--- src/rtl/imem_loader_if.sv ---
// Byte-stream receive and instruction-memory write bundle for imem_loader.
// Signals: rx_data/rx_valid/rx_ready byte handshake, mem_we/mem_addr/mem_wdata write port.
interface imem_loader_if;
  logic [7:0]  rx_data;
  logic        rx_valid;
  logic        rx_ready;
  logic        mem_we;
  logic [31:0] mem_addr;
  logic [31:0] mem_wdata;

  modport master (
    output rx_data, rx_valid,
    input  rx_ready, mem_we, mem_addr, mem_wdata
  );

  modport slave (
    input  rx_data, rx_valid,
    output rx_ready, mem_we, mem_addr, mem_wdata
  );
endinterface

--- src/rtl/imem_loader.sv ---
// Boot loader: takes a 16-bit word count then big-endian words from a byte
// stream and writes them to instruction memory while holding the fetch stage.
// Ports: clk, rst (sync, active-high), start, bus (slave), cpu_hold,
//        load_done, load_err.
module imem_loader #(
  parameter logic [31:0] BASE_ADDR = 32'h00000000,
  parameter logic [31:0] ADDR_INC  = 32'h00000004,
  parameter logic [15:0] MAX_WORDS = 16'd1024
) (
  input  logic        clk,
  input  logic        rst,
  input  logic        start,
  imem_loader_if.slave bus,
  output logic        cpu_hold,
  output logic        load_done,
  output logic        load_err
);

  typedef enum logic [2:0] {
    IDLE, HDR_HI, HDR_LO, DATA, WRITE, DONE
  } state_t;

  state_t      state_q, state_d;
  logic [15:0] cnt_q, cnt_d;
  logic [15:0] rem_q, rem_d;
  logic [1:0]  idx_q, idx_d;
  logic [31:0] addr_q, addr_d;
  logic [31:0] wdata_q, wdata_d;
  logic        err_q, err_d;

  logic        rdy;
  logic        acc;
  logic [15:0] hdr;

  assign rdy = (state_q == HDR_HI) ||
               (state_q == HDR_LO) ||
               (state_q == DATA);
  assign acc = rdy && bus.rx_valid;
  assign hdr = {cnt_q[15:8], bus.rx_data};

  assign bus.rx_ready  = rdy;
  assign bus.mem_we    = (state_q == WRITE);
  assign bus.mem_addr  = addr_q;
  assign bus.mem_wdata = wdata_q;
  assign cpu_hold      = rdy || (state_q == WRITE);
  // DONE is only left by start or rst, so the flag is the state itself.
  assign load_done     = (state_q == DONE);
  assign load_err      = err_q;

  always_comb begin
    state_d = state_q;
    cnt_d   = cnt_q;
    rem_d   = rem_q;
    idx_d   = idx_q;
    addr_d  = addr_q;
    wdata_d = wdata_q;
    err_d   = err_q;
    unique case (state_q)
      IDLE, DONE: begin
        if (start) begin
          state_d = HDR_HI;
          err_d   = 1'b0;
          cnt_d   = '0;
        end
      end
      HDR_HI: begin
        if (acc) begin
          cnt_d[15:8] = bus.rx_data;
          state_d     = HDR_LO;
        end
      end
      HDR_LO: begin
        if (acc) begin
          cnt_d = hdr;
          if (hdr == 16'd0) begin
            state_d = DONE;
          end else if (hdr > MAX_WORDS) begin
            state_d = DONE;
            err_d   = 1'b1;
          end else begin
            state_d = DATA;
            addr_d  = BASE_ADDR;
            rem_d   = hdr;
            idx_d   = 2'd0;
          end
        end
      end
      DATA: begin
        if (acc) begin
          unique case (idx_q)
            2'd0: wdata_d[31:24] = bus.rx_data;
            2'd1: wdata_d[23:16] = bus.rx_data;
            2'd2: wdata_d[15:8]  = bus.rx_data;
            2'd3: wdata_d[7:0]   = bus.rx_data;
            default: ;
          endcase
          idx_d = idx_q + 2'd1;
          if (idx_q == 2'd3) begin
            state_d = WRITE;
          end
        end
      end
      WRITE: begin
        addr_d = addr_q + ADDR_INC;
        rem_d  = rem_q - 16'd1;
        if (rem_q == 16'd1) begin
          state_d = DONE;
        end else begin
          state_d = DATA;
        end
      end
      default: state_d = IDLE;
    endcase
  end

  always_ff @(posedge clk) begin
    if (rst) begin
      state_q <= IDLE;
      cnt_q   <= '0;
      rem_q   <= '0;
      idx_q   <= '0;
      addr_q  <= BASE_ADDR;
      wdata_q <= '0;
      err_q   <= 1'b0;
    end else begin
      state_q <= state_d;
      cnt_q   <= cnt_d;
      rem_q   <= rem_d;
      idx_q   <= idx_d;
      addr_q  <= addr_d;
      wdata_q <= wdata_d;
      err_q   <= err_d;
    end
  end

endmodule

--- src/flat_wrapper.sv ---
// flat-port wrapper written by rule: the top's interface ports become plain ports
module imem_loader_flat 
#(
  parameter logic [31:0] BASE_ADDR = 32'h00000000,
  parameter logic [31:0] ADDR_INC  = 32'h00000004,
  parameter logic [15:0] MAX_WORDS = 16'd1024
)
  (clk, rst, start, cpu_hold, load_done, load_err, bus_rx_data, bus_rx_valid, bus_rx_ready, bus_mem_we, bus_mem_addr, bus_mem_wdata);
  imem_loader_if bus_i ();
  input  logic clk;
  input  logic rst;
  input  logic start;
  output logic cpu_hold;
  output logic load_done;
  output logic load_err;
  input wire logic [$bits(bus_i.rx_data)-1:0] bus_rx_data;
  input wire logic [$bits(bus_i.rx_valid)-1:0] bus_rx_valid;
  output wire logic [$bits(bus_i.rx_ready)-1:0] bus_rx_ready;
  output wire logic [$bits(bus_i.mem_we)-1:0] bus_mem_we;
  output wire logic [$bits(bus_i.mem_addr)-1:0] bus_mem_addr;
  output wire logic [$bits(bus_i.mem_wdata)-1:0] bus_mem_wdata;
  assign bus_i.rx_data = bus_rx_data;
  assign bus_i.rx_valid = bus_rx_valid;
  assign bus_rx_ready = bus_i.rx_ready;
  assign bus_mem_we = bus_i.mem_we;
  assign bus_mem_addr = bus_i.mem_addr;
  assign bus_mem_wdata = bus_i.mem_wdata;
  imem_loader #(.BASE_ADDR(BASE_ADDR), .ADDR_INC(ADDR_INC), .MAX_WORDS(MAX_WORDS)) u_core (.clk(clk), .rst(rst), .start(start), .bus(bus_i), .cpu_hold(cpu_hold), .load_done(load_done), .load_err(load_err));
endmodule
--- config.mk ---
export PLATFORM = sky130hd
export DESIGN_NAME = imem_loader_flat
export DESIGN_NICKNAME = d
export VERILOG_FILES = /design/src/rtl/imem_loader_if.sv /design/src/rtl/imem_loader.sv /design/src/flat_wrapper.sv
export SDC_FILE = /design/constraint.sdc
export NUM_CORES = 1
export LEC_CHECK = 0
export BUFFER_PORTS_ARGS = -buffer_cell sky130_fd_sc_hd__buf_2
export CORE_ASPECT_RATIO = 1.75
export CORE_MARGIN = 2
export CORE_UTILIZATION = 50
export CTS_BUF_LIST = sky130_fd_sc_hd__clkbuf_16
export CTS_CLUSTER_DIAMETER = 80
export DETAILED_ROUTE_END_ITERATION = 10
export PLACE_DENSITY = 0.72
export SYNTH_ARGS = -nofsm -noshare
export SYNTH_HDL_FRONTEND = slang
export SYNTH_SLANG_ARGS = --single-unit
--- constraint.sdc ---
create_clock -name clk -period 4.8 [get_ports clk]
set_clock_uncertainty 0.15 [all_clocks]
set_input_delay 0.96 -clock clk [delete_from_list [all_inputs] [get_ports clk]]
set_output_delay 0.96 -clock clk [all_outputs]
set_load 0.05 [all_outputs]
Word-level counts from Yosys, hierarchy flattened
Cells that the tools add are included.
Storage, ports and cells
  logic and storage cells: 83
  output and inout bits: 69
  bits in registers: 94
Cells by class
  bitwise logic cells: 1
  equal/unequal tests: 17
  muxes and demuxes: 30
  $lt $le $gt $ge: 1
  add/sub/neg operators: 3
  reduce and logical (&&, ||, !) cells: 21
Operator list (count)
  $mux 32: 3
  $mux 16: 4
  $pmux 32 s2: 1
  $add 32x3->32 const B: 1
  $pmux 16 s2: 1
  $mux 3: 8
  $pmux 8 s3: 1
  $eq 16x1->1 const B: 1
  $gt 16x11->1 const B: 1
  $logic_not 16->1: 1
  $sub 16x1->16 const B: 1
  $pmux 3 s5: 1
  $reduce_and 5->1: 3
  $reduce_and 3->1: 4
  $ne 2x2->1 const B: 5
  $mux 2: 4
  $mux 8: 1
  $reduce_and 4->1: 2
  $reduce_bool 2->1: 4
  $eq 3x2->1 const B: 2
  $eq 3x3->1 const B: 2
  $ne 2x1->1 const B: 3
  $eq 2x2->1 const B: 2
  $mux 1: 4
  other kinds (11): 13

Longest topological paths before layout
  word-level depth: 6
  gate-level depth with buffers: 9

Least setup slack after synthesis
Ideal clock, no wire load.
  path kind: register -> output
  start: register u_core.state_q[0]
  end: output port cpu_hold
  buffers on the path: 2
  data required time: 3.690 ns
  setup slack: 1.923 ns
  cell stages (with the launch flop): 5
  arrival time: 1.767 ns
  path through: dfxtp_1 -> clkbuf_1 -> clkbuf_1 -> nor2_1 -> xnor2_1
Between the ends
  word-level cells in the longest chain between the ends: 4
RTL lines
  start: declaration: RTL line imem_loader.sv:23  | state_t state_q, state_d;
  start signal: assignment: RTL line imem_loader.sv:126  | state_q <= state_d;
  $eq 3x1->1 / $eq 3x2->1 (equally long branches): RTL line imem_loader.sv:35, imem_loader.sv:36
  $logic_or 1x1->1: RTL line imem_loader.sv:35  | assign rdy = (state_q == HDR_HI) ||
  $logic_or 1x1->1: RTL line imem_loader.sv:36  | (state_q == HDR_LO) ||
  $logic_or 1x1->1 *: RTL line imem_loader.sv:45  | assign cpu_hold = rdy || (state_q == WRITE);
  end: declaration: RTL line flat_wrapper.sv:13  | output logic cpu_hold;
Every way passes the cells marked *; elsewhere a longest branch is shown, timed or not.

Worst setup path after layout
  start: register u_core.state_q[2]
  end: output port bus_mem_we
Between the ends
  word-level cells in the longest chain between the ends: 1
RTL lines
  $eq 3x3->1: RTL line imem_loader.sv:42  | assign bus.mem_we = (state_q == WRITE);
  end: declaration: RTL line flat_wrapper.sv:19  | output wire logic [$bits(bus_i.mem_we)-1:0] bus_mem_we;
No other way between the ends.

==> results.json <==
{
  "setup_violations": 0,
  "dp_hpwl_mm": 8.763,
  "yosysTopAreaCellShare_pct": 38.97,
  "die-area_mm2": 0.01028,
  "diodes": 0,
  "drc": 0,
  "cts_buffer_depth": 2,
  "yosysWarningCount": 0,
  "arrival_ps": 2560,
  "power.total_mw": 1.721,
  "crit_chain": "or3b_1 -> inv_2 -> buf_2",
  "place_area_mm2": 0.005109,
  "nets": 659,
  "ant_nets": 0,
  "cp_data_required_time_ps": 3690,
  "clkLatencyLatePin_ps": 350,
  "synth_ff_type": "dfxtp_1",
  "via_count": 4677,
  "hold_viol": 0,
  "synth_edf_count": 0,
  "place_congestion": 0.8429,
  "yosysMostFrequentCell": "dfxtp_1",
  "critical-path-slowest-cell": "or3b_1",
  "ctsResizeCount": 0,
  "setup_tns_ps": 0,
  "design_area_mm2": 0.005399,
  "outcome": "complete, no violations",
  "leakage_nw": 1.989,
  "drive_gt1_share_pct": 17.52,
  "cts_setup_buffers": 0,
  "initial_core_util_pct": 50.54,
  "overflow": 0,
  "grt_pass1_vias": 4420,
  "yosys-top-cells-area": "dfxtp_1 (39%), a21oi_1 (8.4%), nand3_1 (5.4%)",
  "fmaxAchievable_mhz": 272.6,
  "cts_inserted_buffers": 9,
  "worstMarginPinSlew_ps": 943.3,
  "hp-class": "reg2reg",
  "synthArstFlopShare_pct": 0,
  "power.density_mw_per_mm2": 318.7,
  "drt-vias-per-instance": 6.098,
  "critPathKind": "reg2out",
  "h-tree-depth": 3,
  "grt_pass1_wl_mm": 20.91,
  "cts.reportedPaths.clkPinSlew_ps": 70,
  "totalWireLength_mm": 12.48,
  "fin_crit_ps": 3669,
  "peakVddDrop_uv": 243.5,
  "grt_max_degree": 69,
  "yosysTopAreaCell": "dfxtp_1",
  "row_count": 47,
  "grtUsageTotal_pct": 24.89,
  "antenna_found_initial": 0,
  "slew_headroom_pct": 37.11,
  "core_area_mm2": 0.009350,
  "yosys-top-cells-count": "dfxtp_1 (92), a21oi_1 (79), nand2_1 (60), nand3_1 (51), nor2_1 (30)",
  "drv_cap": 0,
  "synth_cells": 590,
  "hold_buffers": 0,
  "start_kind": "flop",
  "routedWlPerCell_um": 16.27,
  "cp-end-kind": "primary output",
  "syn_area_per_cell_um2": 8.010,
  "root_buffer": "clkbuf_16",
  "dr.pass1.iters": 5,
  "maxSlewViolCount": 0,
  "cp_max_fo": 28,
  "synth-seq-cells": 92,
  "finalCritPeriodShare_pct": 76.43,
  "drt-initial-drc-count": 207,
  "clkSinkCount": 92,
  "die_h_um": 132.6,
  "areaGrowthSynthToFinish_pct": 14.24,
  "portBuffers": 78,
  "ys_seq_area_share_pct": 38.97,
  "die_w_um": 77.49,
  "cts_tree": "built",
  "synth_area_mm2": 0.004726,
  "io_pins": 81,
  "rsz0062_at_grt": "no",
  "synth.distinct_cells": 59,
  "slowest_delay_ps": 710
}
cell type report:
type / count / area [um^2]
clock buffers: 9 / 225.2
clock inverters: 7 / 65.06
fillers: 885 / 3951
inverters: 19 / 71.32
multi-input cells: 433 / 2600
flip-flops and latches: 92 / 1842
well taps: 122 / 152.6
repair buffers: 85 / 442.9
flip-flops by register name, indices dropped and copies added (netlist names):
signal	flops
u_core.bus.mem_addr	30
u_core.bus.mem_wdata	32
u_core.cnt_q	8
u_core.idx_q	2
u_core.load_err	1
u_core.rem_q	16
u_core.state_q	3
cell usage in the layout (no fill, tap or decap), types with 8 or more instances in the layout:
cell       netlist  final
a21oi_1         79     79
a22oi_1         10     10
and3_1           8      8
buf_2           10     78
clkbuf_16        0      9
dfxtp_1         92     92
inv_1           18     18
nand2_1         60     60
nand3_1         51     51
nand4_1         12     12
nor2_1          30     29
nor3_1          12     12
nor4_1           9      9
o21ai_0         18     18
o31ai_1         21     21
or4_1           22     22
logic make-up (layout without fill, tap and decap cells):
group	after synthesis	count (layout)	share of synthesized area, %
and+or+nand+nor	242	242	27.54
AOI/OAI and AO/OA	179	179	24.84
DFF	92	92	38.97
buffers and inverters	66	120	6.142
adders and majority gates	7	7	1.853
xor gates and xnor gates	2	2	0.3707
other	1	2	0.07935
muxes	1	1	0.2118
per-stage QoR:
step	util [%]	cells	hold slack [ps]	setup slack, ps
floorplan	-	591	301.8	1923
global placement	54.64	751	293.3	1403
detailed placement	54.64	751	293.5	1371
CTS	57.74	767	304.0	1143
global route	57.74	767	328.1	964.3
finish	57.74	767	303.0	1131
per-layer routing:
| layer | part of all wire, % | vias up | global-route usage (%) |
|---|---|---|---|
| met4 | 2.5 | 0 | 11.51 |
| li1 | - | 2309 | - |
| met3 | 3.7 | 21 | 4.707 |
| met1 | 39 | 2234 | 27.57 |
| met2 | 55 | 113 | 45.12 |
| met5 | 0 | - | 0 |
critical path, delay by kind of cell (launching register included):
family	cells	cell delay [ps]
buffers and inverters	2	840
AND/OR/NAND/NOR	1	710
flip-flops	1	650
path summary, 6_finish.rpt:
check,from,endpoint,slack (ps),cells after the start
max,u_core.state_q[2],bus_mem_we,1130,3
min,u_core.bus.mem_wdata[12],u_core.bus.mem_wdata[12],300,2
max reg2reg,u_core.state_q[2],u_core.bus.mem_addr[24],1370,7
min reg2reg,u_core.bus.mem_wdata[12],u_core.bus.mem_wdata[12],300,2
power breakdown:
part | leakage (nW) | switching (mW) | internal [mW] | total (mW)
Sequential | 0.742 | 0.0225 | 0.776 | 0.798
Combinational | 1.11 | 0.164 | 0.0670 | 0.231
Clock | 0.140 | 0.328 | 0.364 | 0.692
Power figures use the tool's default switching activity.
